## src/rtl/svm_mac_engine.sv

```systemverilog
// svm_mac_engine
// Sequential binary-SVM evaluator (responder side of the one-vs-one picker
// handshake). On start the feature vector is latched. Then, for each pairwise
// classifier the picker presents, the engine computes
//   score = bia + sum_i features[i] * weight[i]
// one feature per cycle. It reports the sign as w_class together with a
// one-cycle svmready strobe and re-arms for the next classifier until halt.
//
// Ports:
//   clk       clock, all state changes on the rising edge
//   rst       synchronous active-high reset
//   start     begin a classification (honoured in IDLE only)
//   features  N_features unsigned features, feature i at [i*inWidth +: inWidth]
//   weight    N_features signed weights, weight i at [i*weightWidth +: weightWidth]
//   bia       signed bias of the current pairwise classifier
//   halt      picker done/abort; honoured in LOAD and MAC
//   w_class   1 = second class of the pair wins (score >= 0)
//   svmready  one-cycle decision strobe
//   busy      high whenever the engine is not idle
//   score     signed score of the last decision, held until the next one
module svm_mac_engine #(
  parameter int N_features  = 16,
  parameter int inWidth     = 4,
  parameter int weightWidth = 8,
  parameter int biasWidth   = 16,
  parameter int accWidth    = 24
) (
  input  logic                                clk,
  input  logic                                rst,
  input  logic                                start,
  input  logic [inWidth*N_features-1:0]       features,
  input  logic [weightWidth*N_features-1:0]   weight,
  input  logic signed [biasWidth-1:0]         bia,
  input  logic                                halt,
  output logic                                w_class,
  output logic                                svmready,
  output logic                                busy,
  output logic signed [accWidth-1:0]          score
);

  localparam int IdxW    = (N_features > 1) ? $clog2(N_features) : 1;
  localparam int ProdW   = inWidth + 1 + weightWidth;
  localparam int SumW    = ProdW + $clog2(N_features);
  localparam int MinAccW = ((biasWidth > SumW) ? biasWidth : SumW) + 1;
  localparam logic [IdxW-1:0] LastIdx = IdxW'(N_features - 1);

  // The accumulator must hold the worst-case dot product plus bias without
  // wrapping, since there is no saturation.
  generate
    if (accWidth < MinAccW) begin : g_acc_width_check
      $error("svm_mac_engine: accWidth too small for the chosen widths");
    end
  endgenerate

  typedef enum logic [1:0] {
    IDLE   = 2'd0,
    LOAD   = 2'd1,
    MAC    = 2'd2,
    DECIDE = 2'd3
  } state_t;

  state_t                          state_q;
  logic [inWidth*N_features-1:0]   feat_q;
  logic signed [accWidth-1:0]      acc_q;
  logic [IdxW-1:0]                 idx_q;

  // Unpacked views of the latched features and the live weights so the
  // per-cycle operand select is a plain array index.
  logic [inWidth-1:0]              feat_arr [N_features];
  logic signed [weightWidth-1:0]   w_arr    [N_features];

  genvar gi;
  generate
    for (gi = 0; gi < N_features; gi++) begin : g_unpack
      assign feat_arr[gi] = feat_q[gi*inWidth +: inWidth];
      assign w_arr[gi]    = weight[gi*weightWidth +: weightWidth];
    end
  endgenerate

  // Features are unsigned: a zero is prepended so the signed multiply treats
  // them as non-negative.
  logic signed [inWidth:0]         feat_s;
  logic signed [ProdW-1:0]         prod;
  logic signed [accWidth-1:0]      prod_ext;
  logic signed [accWidth-1:0]      bias_ext;
  logic signed [accWidth-1:0]      acc_sum;

  assign feat_s   = $signed({1'b0, feat_arr[idx_q]});
  assign prod     = feat_s * w_arr[idx_q];
  assign prod_ext = {{(accWidth-ProdW){prod[ProdW-1]}}, prod};
  assign bias_ext = {{(accWidth-biasWidth){bia[biasWidth-1]}}, bia};
  assign acc_sum  = acc_q + prod_ext;

  always_ff @(posedge clk) begin
    if (rst) begin
      state_q  <= IDLE;
      feat_q   <= '0;
      acc_q    <= '0;
      idx_q    <= '0;
      w_class  <= 1'b0;
      svmready <= 1'b0;
      busy     <= 1'b0;
      score    <= '0;
    end else begin
      svmready <= 1'b0;
      case (state_q)
        IDLE: begin
          if (start) begin
            feat_q  <= features;
            state_q <= LOAD;
            busy    <= 1'b1;
          end
        end

        LOAD: begin
          if (halt) begin
            state_q <= IDLE;
            busy    <= 1'b0;
          end else begin
            acc_q   <= bias_ext;
            idx_q   <= '0;
            state_q <= MAC;
          end
        end

        MAC: begin
          if (halt) begin
            state_q <= IDLE;
            busy    <= 1'b0;
          end else begin
            acc_q <= acc_sum;
            if (idx_q == LastIdx) begin
              // Decision is registered on entry to DECIDE so that score,
              // w_class and the strobe all appear in the same cycle.
              idx_q    <= '0;
              state_q  <= DECIDE;
              score    <= acc_sum;
              w_class  <= ~acc_sum[accWidth-1];
              svmready <= 1'b1;
            end else begin
              idx_q <= idx_q + 1'b1;
            end
          end
        end

        DECIDE: begin
          // Never held: a halt raised by the picker is seen in LOAD.
          state_q <= LOAD;
        end

        default: begin
          state_q <= IDLE;
          busy    <= 1'b0;
        end
      endcase
    end
  end

endmodule

```

## config.mk

```make
export PLATFORM = sky130hd
export DESIGN_NAME = svm_mac_engine
export DESIGN_NICKNAME = d
export VERILOG_FILES = /design/src/rtl/svm_mac_engine.sv
export SDC_FILE = /design/constraint.sdc
export NUM_CORES = 1
export LEC_CHECK = 0
export CAP_MARGIN = 40
export CORE_UTILIZATION = 54
export CTS_CLUSTER_SIZE = 30
export DETAILED_ROUTE_END_ITERATION = 10
export PLACE_DENSITY = 0.94
export REMOVE_ABC_BUFFERS = 1
export SYNTH_ARGS = -nofsm -noshare
export SYNTH_HDL_FRONTEND = slang
export SYNTH_SLANG_ARGS = --single-unit
```

## constraint.sdc

```tcl
create_clock -name clk -period 9.9 [get_ports clk]
set_input_delay 1.98 -clock clk [delete_from_list [all_inputs] [get_ports clk]]
set_output_delay 1.98 -clock clk [all_outputs]
set_load 0.02 [all_outputs]
```

==> results of run 1 <==
-- worst max-delay path: stages --
cell	delay [ns]
clkdlybuf4s50_1	0.45
mux4_2	0.49
mux4_2	0.53
and2_4	0.22
inv_2	0.31
fa_1	0.48
inv_1	0.08
ha_1	0.15
nor2_1	0.07
fa_1	0.53
inv_1	0.05
ha_1	0.33
a21oi_1	0.32
o22ai_1	0.12
a211oi_1	0.37
o31ai_4	0.16
a31oi_1	0.25
xor2_1	0.27
o31ai_1	0.11
-- registers in the layout (all words and copies together) (netlist names) --
register and count:
score 24, busy 1, state_q 2, acc_q 24, svmready 1, w_class 1
feat_q 64, idx_q 4
-- cells in the mapped netlist, drive strengths merged (3+ instances only) --
library cell | number | area [um2]
nor2 | 68 | 255
dfxtp | 121 | 2420
xnor2 | 9 | 78.8
a21oi | 118 | 591
clkbuf | 51 | 191
a211o | 3 | 26.3
a22oi | 6 | 45.0
ha | 53 | 663
o221ai | 6 | 58.8
mux4 | 60 | 1350
and2 | 30 | 195
nand2 | 190 | 713
xor2 | 14 | 123
o22ai | 3 | 18.8
o21a | 3 | 22.5
buf | 11 | 68.8
mux2i | 5 | 50.1
nand3 | 12 | 60.1
or3 | 3 | 18.8
o211ai | 4 | 30.0
nand3b | 4 | 30.0
inv | 113 | 424
a211oi | 11 | 82.6
nand4 | 5 | 31.3
nor3 | 6 | 30.0
nor2b | 5 | 31.3
o21ai | 16 | 87.6
fa | 50 | 1000
o31ai | 4 | 48.8
-- worst paths after layout --
| check | start | end | slack, ns | cells past startpoint |
|---|---|---|---|---|
| worst max-delay path | weight[111] | score[20] | 2.91 | 19 |
| worst min-delay path | score[18] | score[18] | 0.45 | 2 |
| worst max register to register | idx_q[0] | score[20] | 3.82 | 19 |
| worst min register to register | score[18] | score[18] | 0.45 | 2 |
-- metal layers --
layer  up-vias  wire length [um]  GRT usage
li1       3834                 -          -
met1      4079             10200      0.392
met2       517             14000      0.597
met3       129              2460     0.0989
met4         0              1650      0.219
met5         -                 0          0
-- cells in the final DEF, fill, tap and decap left out, drive strengths merged, types with 3 or more instances in the layout --
cell type / synthesis / layout
inv: 113 / 122
mux2i: 5 / 5
o21ai: 16 / 16
a211oi: 11 / 11
nand2: 190 / 190
a21oi: 118 / 118
dfxtp: 121 / 121
clkdlybuf4s50: 0 / 237
a22oi: 6 / 6
o221ai: 6 / 6
o31ai: 4 / 4
a211o: 3 / 3
xor2: 14 / 14
clkinvlp: 0 / 3
mux4: 60 / 60
nor2: 68 / 68
ha: 53 / 53
o211ai: 4 / 4
or3: 3 / 3
nand3b: 4 / 4
nor2b: 5 / 5
nor3: 6 / 6
o21a: 3 / 3
o22ai: 3 / 3
fa: 50 / 50
and2: 30 / 30
xnor2: 9 / 9
nand4: 5 / 5
buf: 11 / 13
clkbuf: 51 / 17
nand3: 12 / 12
-- cell families (layout without fill, tap and decap cells) --
group,count (synthesis),in the layout,synth area share
AND/OR/NAND/NOR,334,334,0.162
XOR/XNOR,23,23,0.0225
flip-flops,121,121,0.270
adder cells (fa/ha/maj),103,103,0.186
multiplexers,66,66,0.158
other,0,2,0
AO/OA/AOI/OAI,187,187,0.126
buffers and inverters,175,395,0.0764
-- where the power goes --
| group | internal (mW) | switching (mW) | total [mW] |
|---|---|---|---|
| Sequential | 0.516 | 0.0171 | 0.533 |
| Clock | 0.355 | 0.260 | 0.615 |
| Combinational | 0.203 | 0.236 | 0.439 |
-- final cells by class --
class / count / area (um2)
Multi-Input combinational cell: 713 / 5860
Fill cell: 1047 / 3970
Timing Repair Buffer: 250 / 2520
Sequential cell: 121 / 2430
Clock buffer: 17 / 425
Inverter: 113 / 424
Tap cell: 216 / 270
Clock inverter: 15 / 156
Antenna cell: 2 / 5.00
==> impl_metrics.json, run 1 <==
{
  "core_area_um2": 16100,
  "grt_usage": 0.352,
  "final-setup-viol-count": 0,
  "dp.final_hpwl_um": 21700,
  "worst_pin_slew_ns": 0.956,
  "async_reset_ff_frac": 0,
  "final_cell_count_no_fill": 1447,
  "post_dp_cell_area_um2": 11500,
  "htree_levels": 4,
  "fp-row-count": 46,
  "critPathRequiredTime_ns": 10.19,
  "grt_max_degree": 65,
  "cts_buffer_depth": 2,
  "start_util": 0.558,
  "clk_pin_slew_worst_paths_ns": 0.06,
  "antenna_found_initial": 2,
  "final_nets": 1531,
  "yosysSeqAreaShare": 0.270,
  "cp.arrival_ns": 7.27,
  "dpl_worst_slack_ns": 2.54,
  "io_buffers": 238,
  "totalPowerFinal_mw": 1.59,
  "post-cts-setup-buffer-count": 0,
  "drtIter0Drc": 530,
  "crit_path_max_fanout": 11,
  "status": "complete, no violations",
  "io-pin-count": 239,
  "whs_ns": 0.453,
  "cts_resized": 0,
  "fmax_ghz": 0.143,
  "hold_path_class": "reg2reg",
  "grt_overflow": 0,
  "rsz0062_at_grt": "no",
  "drive_gt1_frac": 0.102,
  "maxCapViolCount": 0,
  "p_leak_nw": 4.85,
  "postSynthCellCount": 1009,
  "cp-end-kind": "flip-flop",
  "min_period_over_period": 0.706,
  "ys_ff_latch": 121,
  "num_vias": 8559,
  "gp_congestion": 0.939,
  "wl_per_cell_um": 19.5,
  "cts_root_buffer": "clkbuf_16",
  "ir_drop_uv": 131,
  "die_w_um": 131,
  "final.setup.tns_ns": 0,
  "drc": 0,
  "timing.final.hold_violations": 0,
  "synth-edff-count": 0,
  "clock_skew_ns": 0.00956,
  "critical_path_class": "in2reg",
  "design.die.area_um2": 17100,
  "drtPass1Iterations": 7,
  "setup_ws_ns": 2.91,
  "yosysWarningCount": 0,
  "stdcell_area_um2": 12100,
  "fin_crit_ns": 6.99,
  "drtAntennaViolNets": 0,
  "grt_pass1_vias": 9015,
  "relSlewSlack": 0.362,
  "cts_num_sinks": 121,
  "cts_made_buffers": 17,
  "die_h_um": 131,
  "ys_types": 57,
  "area_growth_pct": 34.9,
  "yosys_most_used_dff": "dfxtp_1",
  "worstSkewPairLatency_ns": 0.43,
  "fin_util": 0.753,
  "setup.worst_path.start_class": "input port",
  "p_per_area_nw_per_um2": 131,
  "hold_buffers": 0,
  "dp_cells": 1413,
  "cts_tree": "done",
  "grt_pass1_wl_um": 44800,
  "wirelength_um": 28300,
  "viasPerCell": 5.91,
  "syn_area_um2": 8960,
  "syn_avg_cell_area_um2": 8.88,
  "slew_viol_final": 0
}
(Power assumes the default switching activity.)
==> run 2, diff against run 1 <==
--- a/config.mk
+++ b/config.mk
@@ -6,10 +6,10 @@
 export NUM_CORES = 1
 export LEC_CHECK = 0
 export CAP_MARGIN = 40
-export CORE_UTILIZATION = 54
+export CORE_UTILIZATION = 45
 export CTS_CLUSTER_SIZE = 30
 export DETAILED_ROUTE_END_ITERATION = 10
-export PLACE_DENSITY = 0.94
+export PLACE_DENSITY = 0.84
 export REMOVE_ABC_BUFFERS = 1
 export SYNTH_ARGS = -nofsm -noshare
 export SYNTH_HDL_FRONTEND = slang
==> constraint.sdc (replaced) <==
create_clock -name clk -period 5.9 [get_ports clk]
set_input_delay 1.18 -clock clk [delete_from_list [all_inputs] [get_ports clk]]
set_output_delay 1.18 -clock clk [all_outputs]
set_load 0.02 [all_outputs]
==> run 2 against run 1 <==
  * Clock-buffer cell count is 3 higher
  * Global-route usage is 6.6 points lower
  * Non-clock buffer count is 87 higher
  * Combinational power is 110% higher
  * Register-to-register slack worse by 3.6 ns
  * Critical path type unchanged
==> impl_metrics.json, run 2 (synthesized netlist as in run 1, its figures left out) <==
{
  "die_w_um": 143,
  "wl_per_cell_um": 18.3,
  "cts_made_buffers": 17,
  "slew_viol_final": 0,
  "viasPerCell": 5.44,
  "combPwrFrac": 0.310,
  "p_leak_nw": 5.74,
  "wirelength_um": 28900,
  "critical_path_class": "in2reg",
  "num_vias": 8616,
  "cts_num_sinks": 121,
  "largest_reg_flops": 64,
  "switchingPower_uw": 897,
  "grt_max_degree": 68,
  "core_area_um2": 19500,
  "post_dp_cell_area_um2": 12200,
  "clkPwrFrac": 0.383,
  "drive_gt1_frac": 0.189,
  "whs_ns": 0.451,
  "crit_path_max_fanout": 4,
  "timing.final.hold_violations": 0,
  "clock_skew_ns": 0.0132,
  "stdcell_area_um2": 13200,
  "clk_pin_slew_worst_paths_ns": 0.06,
  "dp.final_hpwl_um": 21400,
  "start_util": 0.460,
  "totalPowerFinal_mw": 2.91,
  "hold_path_class": "reg2reg",
  "setup.worst_path.start_class": "input port",
  "status": "complete, no violations",
  "worst_pin_slew_ns": 0.866,
  "dp_cells": 1543,
  "cts_root_buffer": "clkbuf_16",
  "cp.arrival_ns": 6.23,
  "fp-row-count": 51,
  "regMostFlops": "feat_q",
  "maxCapViolCount": 0,
  "grt_pass1_wl_um": 44500,
  "cp-end-kind": "flip-flop",
  "final.setup.tns_ns": 0,
  "switching_share": 0.308,
  "grt_usage": 0.286,
  "antenna_found_initial": 2,
  "relSlewSlack": 0.421,
  "final_cell_count_no_fill": 1583,
  "worstSkewPairLatency_ns": 0.43,
  "drtPass1Iterations": 5,
  "largestRegisters": "feat_q: 64 flops, acc_q: 24 flops, score: 24 flops",
  "grt_pass1_vias": 8969,
  "mostFrequentLayoutCells": "clkdlybuf4s50_1, nand2_1, dfxtp_1",
  "fmax_ghz": 0.171,
  "seqPwrFrac": 0.307,
  "drtAntennaViolNets": 0,
  "die_h_um": 143,
  "htree_levels": 4,
  "cts_buffer_depth": 2,
  "gp_congestion": 0.916,
  "cts_tree": "done",
  "min_period_over_period": 0.993,
  "final_nets": 1618,
  "p_per_area_nw_per_um2": 220,
  "critPathRequiredTime_ns": 6.27,
  "layout_commonest_cell": "clkdlybuf4s50_1",
  "drtIter0Drc": 597,
  "grt_overflow": 0,
  "internal_power_mw": 2.01,
  "holdPathStages": 2,
  "drc": 0,
  "fin_crit_ns": 5.86,
  "ir_drop_uv": 249,
  "io_buffers": 238,
  "area_growth_pct": 47.5,
  "io-pin-count": 239,
  "final-setup-viol-count": 0,
  "fillers": 1417,
  "rr_worst_depth": 20,
  "design.die.area_um2": 20500
}
run 2: cell count changes in the layout (fill, tap and decap cells not counted), sizes merged, moves of 2 or more:
cell / before / now
inv: 122 / 120
clkinvlp: 3 / 0
clkbuf: 17 / 20
dlymetal6s2s: 0 / 46
buf: 13 / 100
clkdlybuf4s50: 237 / 191
run 2: power groups by stage:
stage	combinational (mW)	clock (mW)	sequential, mW
floorplan	0.416	0	0.905
global placement	0.808	0	0.907
detailed placement	0.835	0	0.910
CTS	0.852	1.12	0.893
global route	0.984	1.15	0.899
finish	0.902	1.11	0.893
run 2: critical path, cell delays in order:
cell             delay (ns)
clkdlybuf4s50_1        0.42
mux4_2                 0.46
mux4_2                 0.55
and2_4                 0.18
fa_1                   0.52
inv_2                  0.04
fa_1                   0.46
fa_1                   0.54
inv_2                  0.06
ha_4                   0.29
nand3_1                0.08
nor2_1                 0.19
o211ai_1               0.20
buf_4                  0.19
o21ai_4                0.19
a21oi_2                0.11
or4_1                  0.47
nand3_1                0.09
run 2: worst paths after layout:
kind,start,to,slack [ns]
setup reg to reg,idx_q[0],score[21],0.25
hold / removal,feat_q[59],feat_q[59],0.45
hold reg to reg,feat_q[59],feat_q[59],0.45
setup / recovery,weight[108],score[21],0.04
run 2: final cells by class:
| class | instances | area (um2) | share of cell area |
|---|---|---|---|
| diodes | 2 | 5.00 | 0.000379 |
| clock buffers | 20 | 478 | 0.0362 |
| clock inverters | 12 | 150 | 0.0114 |
| inverters | 113 | 427 | 0.0323 |
| multi-input cells | 713 | 6100 | 0.461 |
| flip-flops and latches | 121 | 2430 | 0.184 |
| well taps | 265 | 332 | 0.0251 |
| repair buffers | 337 | 3300 | 0.250 |
run 2: through the flow:
step | setup WS (ns) | utilization
after floorplan | -0.948 | -
after global placement | -0.421 | 0.624
after detailed placement | -0.476 | 0.626
after CTS | 0.0000164 | 0.660
after global routing | -0.0654 | 0.679
final | 0.0393 | 0.679
run 2: repair_timing:
| action | in CTS | in global routing |
|---|---|---|
| hold buffers | 0 | 0 |
| resized for setup | 7 | 87 |
| endpoints found under the setup margin | 13 | 31 |
| setup buffers | 1 | 5 |
| pin swaps | 3 | 40 |
run 2: per-layer routing:
layer,vias up,wire length [um],GRT usage
li1,4011,-,-
met1,4169,11000,0.323
met2,367,15100,0.516
met3,69,1810,0.0711
met4,0,996,0.109
met5,-,0,0
